==> src/rtl/serdesphy_cdr_pkg.sv <==
// Shared types and helpers for the receive CDR controller.
//   cdr_state_e : controller FSM states, encodings visible on the debug port
//   CDR_CTRL_W  : width of the VCO control word
//   sat_add8    : adds a signed step to the control word, clamping at 0 and 255
package serdesphy_cdr_pkg;

  localparam int CDR_CTRL_W = 8;

  typedef enum logic [2:0] {
    ST_IDLE    = 3'd0,
    ST_START   = 3'd1,
    ST_ACQUIRE = 3'd2,
    ST_TRACK   = 3'd3,
    ST_FAULT   = 3'd4
  } cdr_state_e;

  // The sum is formed one bit wider than needed so both overflow directions
  // are visible before clamping; the word never wraps.
  function automatic logic [CDR_CTRL_W-1:0] sat_add8(
    input logic [CDR_CTRL_W-1:0] value,
    input logic signed [8:0]     step
  );
    logic signed [9:0] sum;
    sum = $signed({2'b00, value}) + $signed({step[8], step});
    if (sum < 10'sd0) begin
      return '0;
    end else if (sum > 10'sd255) begin
      return '1;
    end else begin
      return sum[CDR_CTRL_W-1:0];
    end
  endfunction

endpackage

==> src/rtl/serdesphy_sync2.sv <==
// Generic two-flop synchroniser for asynchronous level signals.
//   clk : destination clock
//   rst : asynchronous active-high reset, clears both stages
//   d   : asynchronous input
//   q   : synchronised output, two cycles behind d
module serdesphy_sync2 #(
  parameter int W = 1
) (
  input  logic         clk,
  input  logic         rst,
  input  logic [W-1:0] d,
  output logic [W-1:0] q
);

  logic [W-1:0] meta;

  always_ff @(posedge clk or posedge rst) begin
    if (rst) begin
      meta <= '0;
      q    <= '0;
    end else begin
      meta <= d;
      q    <= meta;
    end
  end

endmodule

==> src/rtl/serdesphy_cdr_ctrl.sv <==
// Receive CDR VCO controller: sequences VCO startup, steers the control word
// from phase-detector votes and tracks lock over fixed vote windows.
// Optional build macro SERDESPHY_CDR_FREEZE_EN adds the cdr_freeze input,
// which holds the loop (control word, window, vote and quiet counters).
//   clk, rst     : clock and asynchronous active-high reset
//   cdr_en       : loop enable level; low forces IDLE on the next edge
//   pd_up, pd_dn : phase-detector early/late votes
//   vco_ready    : asynchronous VCO-stable flag
//   cdr_freeze   : (optional) hold the loop while high
//   vco_enable, cdr_control, cdr_locked, cdr_fault : registered outputs
//   state        : current FSM state for debug
// Handshake: there is no valid/ready pair here; votes are sampled every
// cycle and vco_ready is treated as a level after synchronisation.
module serdesphy_cdr_ctrl
  import serdesphy_cdr_pkg::*;
#(
  parameter int unsigned CENTER        = 128,
  parameter int unsigned ACQ_STEP      = 4,
  parameter int unsigned TRK_STEP      = 1,
  parameter int unsigned WIN_LEN       = 64,
  parameter int unsigned LOCK_THRESH   = 4,
  parameter int unsigned LOCK_WINDOWS  = 4,
  parameter int unsigned UNLOCK_THRESH = 16,
  parameter int unsigned READY_TIMEOUT = 1024
) (
  input  logic                  clk,
  input  logic                  rst,
  input  logic                  cdr_en,
  input  logic                  pd_up,
  input  logic                  pd_dn,
  input  logic                  vco_ready,
`ifdef SERDESPHY_CDR_FREEZE_EN
  input  logic                  cdr_freeze,
`endif
  output logic                  vco_enable,
  output logic [CDR_CTRL_W-1:0] cdr_control,
  output logic                  cdr_locked,
  output logic                  cdr_fault,
  output logic [2:0]            state
);

  localparam int WIN_W = $clog2(WIN_LEN);
  localparam int NET_W = WIN_W + 2;
  localparam int TMO_W = $clog2(READY_TIMEOUT);
  localparam int QW    = $clog2(LOCK_WINDOWS + 1);
  localparam logic [CDR_CTRL_W-1:0] CENTER_W = CDR_CTRL_W'(CENTER);

  logic freeze;
`ifdef SERDESPHY_CDR_FREEZE_EN
  assign freeze = cdr_freeze;
`else
  assign freeze = 1'b0;
`endif

  logic rdy_s;
  serdesphy_sync2 #(.W(1)) u_rdy_sync (
    .clk (clk),
    .rst (rst),
    .d   (vco_ready),
    .q   (rdy_s)
  );

  cdr_state_e             state_q, state_d;
  logic [CDR_CTRL_W-1:0]  ctrl_q, ctrl_d;
  logic                   locked_q, locked_d, fault_q, fault_d, vco_en_q, vco_en_d;
  logic [TMO_W-1:0]       tmo_q, tmo_d;
  logic [WIN_W-1:0]       win_q, win_d;
  logic signed [NET_W-1:0] net_q, net_d;
  logic [QW-1:0]          quiet_q, quiet_d;

  logic                   up_only, dn_only, win_end, quiet_win, loud_win;
  logic signed [NET_W-1:0] vote, net_sum, net_abs;
  logic signed [8:0]      step_mag, step;
  logic [QW-1:0]          quiet_inc;

  assign up_only = pd_up & ~pd_dn;
  assign dn_only = pd_dn & ~pd_up;
  assign vote    = up_only ? NET_W'(1) : (dn_only ? {NET_W{1'b1}} : '0);
  // The end-cycle vote is folded in before judging the window.
  assign net_sum   = net_q + vote;
  assign net_abs   = net_sum[NET_W-1] ? -net_sum : net_sum;
  assign win_end   = (win_q == WIN_W'(WIN_LEN - 1));
  assign quiet_win = (net_abs <= $signed(NET_W'(LOCK_THRESH)));
  assign loud_win  = (net_abs >= $signed(NET_W'(UNLOCK_THRESH)));
  assign quiet_inc = quiet_q + QW'(1);
  assign step_mag  = (state_q == ST_TRACK) ? 9'(TRK_STEP) : 9'(ACQ_STEP);
  assign step      = up_only ? step_mag : (dn_only ? -step_mag : 9'sd0);

  always_comb begin
    state_d  = state_q;
    ctrl_d   = ctrl_q;
    locked_d = locked_q;
    fault_d  = fault_q;
    vco_en_d = vco_en_q;
    tmo_d    = tmo_q;
    win_d    = win_q;
    net_d    = net_q;
    quiet_d  = quiet_q;
    if (!cdr_en) begin
      state_d  = ST_IDLE;
      ctrl_d   = CENTER_W;
      locked_d = 1'b0;
      fault_d  = 1'b0;
      vco_en_d = 1'b0;
      tmo_d    = '0;
      win_d    = '0;
      net_d    = '0;
      quiet_d  = '0;
    end else begin
      case (state_q)
        ST_IDLE: begin
          state_d  = ST_START;
          vco_en_d = 1'b1;
          ctrl_d   = CENTER_W;
          tmo_d    = '0;
        end
        ST_START: begin
          vco_en_d = 1'b1;
          if (rdy_s) begin
            state_d = ST_ACQUIRE;
            win_d   = '0;
            net_d   = '0;
            quiet_d = '0;
          end else if (tmo_q == TMO_W'(READY_TIMEOUT - 1)) begin
            state_d  = ST_FAULT;
            fault_d  = 1'b1;
            vco_en_d = 1'b0;
          end else begin
            tmo_d = tmo_q + TMO_W'(1);
          end
        end
        ST_ACQUIRE, ST_TRACK: begin
          if (!rdy_s) begin
            state_d  = ST_START;
            locked_d = 1'b0;
            ctrl_d   = CENTER_W;
            tmo_d    = '0;
          end else if (!freeze) begin
            ctrl_d = sat_add8(ctrl_q, step);
            win_d  = win_q + WIN_W'(1);
            if (win_end) begin
              net_d = '0;
              if (state_q == ST_ACQUIRE) begin
                if (!quiet_win) begin
                  quiet_d = '0;
                end else if (quiet_inc == QW'(LOCK_WINDOWS)) begin
                  state_d  = ST_TRACK;
                  locked_d = 1'b1;
                  quiet_d  = '0;
                end else begin
                  quiet_d = quiet_inc;
                end
              end else if (loud_win) begin
                state_d  = ST_ACQUIRE;
                locked_d = 1'b0;
                quiet_d  = '0;
              end
            end else begin
              net_d = net_sum;
            end
          end
        end
        ST_FAULT: begin
          fault_d  = 1'b1;
          vco_en_d = 1'b0;
        end
        default: begin
          state_d = ST_IDLE;
        end
      endcase
    end
  end

  always_ff @(posedge clk or posedge rst) begin
    if (rst) begin
      state_q  <= ST_IDLE;
      ctrl_q   <= CENTER_W;
      locked_q <= 1'b0;
      fault_q  <= 1'b0;
      vco_en_q <= 1'b0;
      tmo_q    <= '0;
      win_q    <= '0;
      net_q    <= '0;
      quiet_q  <= '0;
    end else begin
      state_q  <= state_d;
      ctrl_q   <= ctrl_d;
      locked_q <= locked_d;
      fault_q  <= fault_d;
      vco_en_q <= vco_en_d;
      tmo_q    <= tmo_d;
      win_q    <= win_d;
      net_q    <= net_d;
      quiet_q  <= quiet_d;
    end
  end

  assign vco_enable  = vco_en_q;
  assign cdr_control = ctrl_q;
  assign cdr_locked  = locked_q;
  assign cdr_fault   = fault_q;
  assign state       = state_q;

endmodule

==> config.mk <==
export PLATFORM = sky130hd
export DESIGN_NAME = serdesphy_cdr_ctrl
export DESIGN_NICKNAME = d
export VERILOG_FILES = /design/src/rtl/serdesphy_cdr_pkg.sv /design/src/rtl/serdesphy_sync2.sv /design/src/rtl/serdesphy_cdr_ctrl.sv
export SDC_FILE = /design/constraint.sdc
export NUM_CORES = 1
export LEC_CHECK = 0
export CAP_MARGIN = 20
export CORE_UTILIZATION = 60
export DETAILED_ROUTE_END_ITERATION = 16
export PLACE_DENSITY = 0.87
export SETUP_SLACK_MARGIN = 0.2
export SYNTH_ARGS = -nofsm -noshare
export SYNTH_HDL_FRONTEND = slang
export SYNTH_SLANG_ARGS = --single-unit
==> constraint.sdc <==
create_clock -name clk -period 3.9 [get_ports clk]
set_input_delay 0.585 -clock clk [delete_from_list [all_inputs] [get_ports clk]]
set_output_delay 0.585 -clock clk [all_outputs]
set_load 0.01 [all_outputs]
# == Yosys cells after proc, flatten, opt, wreduce, memory -nomap -nowiden ==
# Cells that the tools add are included.
# word_totals
regBits,43
input_bits,6
out_inout_bits,14
word_cells,125
# op_classes
n_addsub,7
n_lt_le_gt_ge,4
n_eq_ne,31
n_mux,60
n_bitwise,4
reduce_logical,8
# ops
op,count
8-bit 2-to-1 mux,11
3-bit 2-to-1 mux,18
10-bit 2-to-1 mux,4
8-bit case mux with 2 select lines,2
10-bit case mux with 3 select lines,1
4-bit != test (second input constant),5
6-bit 2-to-1 mux,3
9-bit 2-to-1 mux,2
3-bit != test (second input constant),6
5-bit != test (second input constant),3
1-bit 2-to-1 mux,14
3-bit case mux with 4 select lines,1
6-bit case mux with 2 select lines,1
10-bit by 1-bit adder with 10-bit output (second input constant),1
9-bit by 9-bit adder with 10-bit output,1
10-bit == test (second input constant),1
10-bit by 9-bit greater-than comparator with 1-bit output (second input constant),1
10-bit by 1-bit < comparator with 1-bit output (second input constant),1
5-bit AND reduction,2
3-bit by 1-bit != test with 1-bit output (second input constant),3
3-bit negator with 9-bit output,1
8-bit adder,1
8-bit by 6-bit greater-or-equal comparator with 1-bit output (second input constant),1
8-bit by 4-bit <= comparator with 1-bit output (second input constant),1
other kinds (22),29

# == Depth between registers and ports, before layout ==
# logic_depth
ltp_word,14
ltp_mapped,16
mapped_depth_nobuf,14

# == Modules after synthesis ==
# A second synthesis with hierarchy kept.
# unflattened
cells_unflattened,394
area_unflattened_um2,3184.3
# by_module_without_submodules
mod,instances,cells_per_inst,area_each_um2,seq_area_each_um2
serdesphy_cdr_ctrl,1,391,3130.5,1027.2
serdesphy_sync2,1,3,53.8,50.0

# == Least setup slack after synthesis ==
# OpenSTA, ideal clock, no wires.
# synth_path
path_kind,input to register
from,in pd_up
to,"reg state_q[0], in the netlist state[0]"
t_arrival_ns,3.671
required_time_ns,3.821
setup_slack_ns,0.150
stages,15
n_path_buf,3
path_cell_list,inv_1 ha_1 buf_2 buf_2 buf_1 xor2_1 ha_1 nand4b_1 o2111ai_1 a211o_1 xor2_1 or4_4 and2_4 o2111ai_2 mux2i_1
# synth_between
elab_chain_cells,10
word_cells_on_any_way,13
classes_between,add/sub: 2; order compare: 2; eq/ne: 2; mux: 3; bitwise: 3; reduce/logical: 1
# synth_rtl
item,line_no,rtl
start: declaration,serdesphy_cdr_ctrl.sv:29,"input logic pd_up,"
1-bit inverter,serdesphy_cdr_ctrl.sv:77,assign dn_only = pd_dn & ~pd_up;
1-bit bitwise AND,serdesphy_cdr_ctrl.sv:77,
8-bit 2-to-1 mux,serdesphy_cdr_ctrl.sv:78,assign vote = up_only ? NET_W'(1) : (dn_only ? {NET_W{1'b1}} : '0);
8-bit 2-to-1 mux (*),serdesphy_cdr_ctrl.sv:78,
8-bit adder (*),serdesphy_cdr_ctrl.sv:80,assign net_sum = net_q + vote;
8-bit negator,serdesphy_cdr_ctrl.sv:81,assign net_abs = net_sum[NET_W-1] ? -net_sum : net_sum;
8-bit 2-to-1 mux (*),serdesphy_cdr_ctrl.sv:81,
8-bit by 6-bit greater-or-equal comparator with 1-bit output or 8-bit by 4-bit <= comparator with 1-bit output (tied branches),"serdesphy_cdr_ctrl.sv:84, serdesphy_cdr_ctrl.sv:83",
5-bit != test (no source line),n/a,
6-bit AND reduction (no source line) (*),n/a,
end signal: assignment,serdesphy_cdr_ctrl.sv:186,state_q <= state_d;
end: declaration,serdesphy_cdr_ctrl.sv:63,"cdr_state_e state_q, state_d;"
# Every way passes the cells marked *; elsewhere a longest branch is shown, timed or not.
# A chain may end at the register's enable or synchronous reset.

# == Worst setup path in the final report ==
# layout_path
from,in pd_dn
to,"reg ctrl_q[5], in the netlist cdr_control[5]"
# layout_between
elab_chain_cells,10
word_cells_on_any_way,13
classes_between,add/sub: 1; order compare: 2; mux: 7; bitwise: 3
# layout_rtl
item,line_no,rtl
start: declaration,serdesphy_cdr_ctrl.sv:30,"input logic pd_dn,"
1-bit bitwise AND or 1-bit inverter (tied branches),"serdesphy_cdr_ctrl.sv:77, serdesphy_cdr_ctrl.sv:76",
9-bit 2-to-1 mux or 1-bit bitwise AND (tied branches),"serdesphy_cdr_ctrl.sv:87, serdesphy_cdr_ctrl.sv:76",
9-bit 2-to-1 mux (*),serdesphy_cdr_ctrl.sv:87,assign step = up_only ? step_mag : (dn_only ? -step_mag : 9'sd0);
9-bit by 9-bit adder with 10-bit output (*),serdesphy_cdr_pkg.sv:24,"sum = $signed({2'b00, value}) + $signed({step[8], step});"
10-bit by 9-bit greater-than comparator with 1-bit output,serdesphy_cdr_pkg.sv:27,end else if (sum > 10'sd255) begin
8-bit 2-to-1 mux,serdesphy_cdr_pkg.sv:27,
8-bit 2-to-1 mux (*),serdesphy_cdr_pkg.sv:25,if (sum < 10'sd0) begin
8-bit 2-to-1 mux (*),serdesphy_cdr_ctrl.sv:133,if (!rdy_s) begin
8-bit case mux with 2 select lines (*),serdesphy_cdr_ctrl.sv:110,case (state_q)
8-bit 2-to-1 mux (*),serdesphy_cdr_ctrl.sv:99,if (!cdr_en) begin
end signal: assignment,serdesphy_cdr_ctrl.sv:187,ctrl_q <= ctrl_d;
end: declaration,serdesphy_cdr_ctrl.sv:64,"logic [CDR_CTRL_W-1:0] ctrl_q, ctrl_d;"
# Marks and branches as above.

==> impl_metrics.xml <==
<?xml version="1.0" encoding="UTF-8"?>
<metrics>
  <group name="setup_path">
    <metric name="worst_setup_ep_type" unit="">flop</metric>
    <metric name="startpoint" unit="">pd_dn</metric>
    <metric name="cp_data_arrival_time" unit="ps">3730</metric>
    <metric name="critical_path.endpoint" unit="">cdr_control[5]$_DFFE_PP0P_</metric>
    <metric name="r2r.worst_path.cells" unit="">12</metric>
    <metric name="critPathRequiredTime" unit="ps">4090</metric>
    <metric name="crit_path_cell_trace" unit="">clkdlybuf4s50_1 -&gt; inv_1 -&gt; ha_1 -&gt; nor2_1 -&gt; nor2_1 -&gt; ha_1 -&gt; fa_1 -&gt; a21oi_2 -&gt; o21ai_0 -&gt; a31oi_1 -&gt; o21ai_2 -&gt; a21o_1 -&gt; a32oi_2 -&gt; buf_4 -&gt; o21ai_0 -&gt; a22o_1</metric>
    <metric name="regToRegStartpoint" unit="">state[2]$_DFFE_PP0P_</metric>
    <metric name="setup.reg_to_reg.worst_slack" unit="ps">750</metric>
    <metric name="worstReg2RegEnd" unit="">cdr_control[6]$_DFFE_PP0P_</metric>
    <metric name="timing.critical_path.from_type" unit="">primary input</metric>
    <metric name="critical_path_class" unit="">primary input to flop</metric>
    <metric name="critPathMaxFanout" unit="">3</metric>
    <metric name="critPathSlowestCell" unit="">clkdlybuf4s50_1</metric>
    <metric name="worst_path_largest_cell_delay" unit="ps">510</metric>
  </group>
  <group name="timing">
    <metric name="final.period_utilization" unit="%">90.75</metric>
    <metric name="max_slew.worst_pin.slew" unit="ps">929.1</metric>
    <metric name="report.final.slew_viol_count" unit="">0</metric>
    <metric name="rsz_0062_raised_after_global_routing" unit="">no</metric>
    <metric name="final.hold.worst_slack" unit="ps">363.7</metric>
    <metric name="finalSetupViolations" unit="">0</metric>
    <metric name="final_critical_path_setup_slack" unit="ps">360.6</metric>
    <metric name="report.final.hold_viol_count" unit="">0</metric>
    <metric name="layout_min_cycle_time" unit="ps">3539</metric>
    <metric name="timing.setup.tns" unit="ps">0</metric>
    <metric name="slew-limit-headroom" unit="%">38.06</metric>
    <metric name="worst_clock_skew" unit="ps">6.782</metric>
    <metric name="max_freq" unit="GHz">0.2825</metric>
  </group>
  <group name="die">
    <metric name="design.core.area" unit="mm^2">0.005140</metric>
    <metric name="number_of_placed_i_o_pins" unit="">20</metric>
    <metric name="die_x" unit="um">75.32</metric>
    <metric name="fp.dieArea" unit="mm^2">0.005673</metric>
    <metric name="height_of_the_chip" unit="um">75.32</metric>
    <metric name="fp-row-count" unit="">26</metric>
    <metric name="start_util" unit="%">62.76</metric>
  </group>
  <group name="yosys">
    <metric name="mappedNetlistNets" unit="">402</metric>
    <metric name="yosysSeqAreaShare" unit="%">33.40</metric>
    <metric name="syn_avg_cell_area" unit="um^2">8.466</metric>
    <metric name="post_synth_inst_count" unit="">381</metric>
    <metric name="synth.lib_cells_used.distinct" unit="">64</metric>
    <metric name="synthArstFlopShare" unit="%">100.0</metric>
    <metric name="ys_warn_count" unit="">0</metric>
    <metric name="synthesis.area" unit="mm^2">0.003226</metric>
    <metric name="postSynthRegisterBits" unit="">43</metric>
    <metric name="postSynth.topFlopCell" unit="">dfrtp_1</metric>
    <metric name="synth_edf_count" unit="">0</metric>
  </group>
  <group name="clocking">
    <metric name="cts.htree.levels" unit="">2</metric>
    <metric name="number_of_sinks_on_the_clock_net" unit="">43</metric>
    <metric name="cts_inserted_buffers" unit="">5</metric>
    <metric name="postCtsSetupRepairBufs" unit="">0</metric>
    <metric name="clkLatencyLatePin" unit="ps">300</metric>
    <metric name="clkSlewWorstSetupHoldPaths" unit="ps">90</metric>
    <metric name="clock_tree.root_cell" unit="">clkbuf_8</metric>
    <metric name="cts.hold.buffers_added" unit="">0</metric>
    <metric name="cts_max_path_buffers" unit="">2</metric>
    <metric name="tritoncts" unit="">done</metric>
  </group>
  <group name="pwr">
    <metric name="p_leak" unit="nW">1.583</metric>
    <metric name="cellPowerDensity" unit="mW/mm^2">276.8</metric>
    <metric name="vdd_drop_max" unit="uV">236.8</metric>
  </group>
  <group name="finish">
    <metric name="final_nets" unit="">426</metric>
    <metric name="area_growth_syn_to_layout" unit="%">14.90</metric>
    <metric name="final_cell_count_no_fill" unit="">476</metric>
    <metric name="drive_gt1_share" unit="%">11.82</metric>
    <metric name="n_antenna_cell" unit="">0</metric>
    <metric name="mostFrequentLayoutCells" unit="">dfrtp_1 (42), nor2_1 (36), nand2_1 (34)</metric>
    <metric name="commonest_non_fill_non_tap_cell_in_the_layout" unit="">dfrtp_1</metric>
  </group>
  <group name="route">
    <metric name="detail_route.vias_per_cell" unit="">6.483</metric>
    <metric name="routed_wl" unit="um">8009</metric>
    <metric name="antenna_violating_nets_post_route" unit="">0</metric>
    <metric name="initialDrtViolationCount" unit="">260</metric>
    <metric name="firstDrtPassIters" unit="">5</metric>
    <metric name="wl_per_cell" unit="um">16.83</metric>
    <metric name="route.vias.total" unit="">3086</metric>
    <metric name="drc" unit="">0</metric>
  </group>
  <group name="placement">
    <metric name="placedCellCount" unit="">468</metric>
    <metric name="detailed_place_hpwl" unit="um">5649</metric>
    <metric name="port-buffer-count" unit="">19</metric>
    <metric name="place.gp.congestion" unit="">0.9192</metric>
    <metric name="post-place-ws" unit="ps">2.597</metric>
  </group>
  <group name="flow_run">
    <metric name="maxCapViolations" unit="">0</metric>
  </group>
  <group name="min_path">
    <metric name="min-delay-path-class" unit="">flop to flop</metric>
    <metric name="min-delay-start" unit="">u_rdy_sync.meta$_DFF_PP0_</metric>
  </group>
  <group name="global_route">
    <metric name="grt_antenna_before_repair" unit="">0</metric>
    <metric name="grt_pass1_wl" unit="um">12500</metric>
    <metric name="via_count_of_the_first_global_routing_pass" unit="">2673</metric>
    <metric name="grt.total_usage" unit="%">29.29</metric>
    <metric name="grt_max_degree" unit="">44</metric>
    <metric name="grt_remaining_overflow" unit="">0</metric>
  </group>
  <group name="status">
    <metric name="outcome" unit="">finished clean</metric>
  </group>
</metrics>
[power breakdown]
part | internal (W) | switching [W]
sequential | 0.000454 | 0.00000910
clock | 0.000211 | 0.000163
combinational | 0.0000715 | 0.000118
total | 0.000736 | 0.000290
[routing by layer]
layer	up-vias	routed length (um)	GRT usage, %
met5	-	0	0
met4	0	125	6.584
met3	16	495	6.217
met2	109	3956	48.91
met1	1495	3432	39.50
li1	1466	-	-
[kinds of logic (layout without fill, tap and decap cells)]
group	count (synthesis)	after routing	share of synthesized area, %
adder cells (fa/ha/maj)	15	15	6.051
AO/OA/AOI/OAI	119	119	25.99
multiplexers	3	3	0.9310
buffers and inverters	37	62	5.314
AND/OR/NAND/NOR	147	147	23.70
XOR/XNOR	17	17	4.616
flip-flops	43	43	33.40
[per-stage QoR]
stage	utilization (%)	total power (W)	area, um^2
global placement	68.91	0.0006477	3542
floorplan	-	0.0005971	3227
detailed placement	68.91	0.0006526	3542
finish	72.10	0.001026	3706
global route	72.10	0.001067	3706
CTS	71.28	0.001026	3664
[Yosys cell counts, types with 3 or more instances]
library cell	n	share of area, %
dfrtp_1	42	33
nor2_1	36	4.2
nand2_1	34	4.0
o21ai_0	31	4.8
a21oi_1	21	3.3
ha_1	14	5.4
clkbuf_1	13	1.5
nor3_1	13	2.0
inv_1	12	1.4
xnor2_1	11	3.0
nand3_1	10	1.6
nor2b_1	8	1.6
a221o_1	7	2.2
a31oi_1	7	1.4
and3_1	7	1.4
or3_1	7	1.4
a21o_1	6	1.4
a22o_1	6	1.6
o31ai_1	6	1.4
xor2_1	6	1.6
a211oi_1	5	1.2
buf_2	5	0.78
nand2b_1	5	0.97
nand4b_1	5	1.4
a211o_1	4	1.1
nand3b_1	4	0.93
o211ai_1	4	0.93
buf_6	3	1.0
mux2i_1	3	0.93
nand4_1	3	0.58
nor4b_1	3	0.81
[how the worst min path moves through the flow]
stage,endpoint,slack [ps],depth (start not counted)
after floorplan,u_rdy_sync.q$_DFF_PP0_,330,0
after global placement,u_rdy_sync.q$_DFF_PP0_,330,0
after detailed placement,u_rdy_sync.q$_DFF_PP0_,340,0
after CTS,u_rdy_sync.q$_DFF_PP0_,360,0
after global routing,u_rdy_sync.q$_DFF_PP0_,370,0
final,u_rdy_sync.q$_DFF_PP0_,360,0
[sequential cells by signal (all words and copies together), names as in the netlist]
| name | cells |
|---|---|
| u_rdy_sync.meta | 1 |
| u_rdy_sync.q | 1 |
| quiet_q | 3 |
| state | 3 |
| cdr_locked | 1 |
| win_q | 6 |
| cdr_fault | 1 |
| net_q | 8 |
| tmo_q | 10 |
| cdr_control | 8 |
| vco_enable | 1 |
[layout make-up]
type | instances | area [um^2]
Clock buffer | 6 | 82.58
Timing Repair Buffer | 40 | 347.8
Fill cell | 409 | 1434
Clock inverter | 2 | 38.79
Sequential cell | 43 | 1077
Tap cell | 70 | 87.58
Multi-Input combinational cell | 301 | 2019
Inverter | 14 | 52.55
[worst max-delay path: cells and delay by family]
kind                     cells  cell delay (ps)
buffers and inverters        3              720
AND/OR/NAND/NOR              2              210
AO/OA/AOI/OAI                8             1400
adder cells (fa/ha/maj)      3              830
[timing repair]
action | in CTS | in global routing
resized for setup | 0 | 10
setup endpoints to repair | 0 | 8
endpoints found under the hold margin | 0 | 0
No activity file was read; power rests on OpenSTA's default activity.
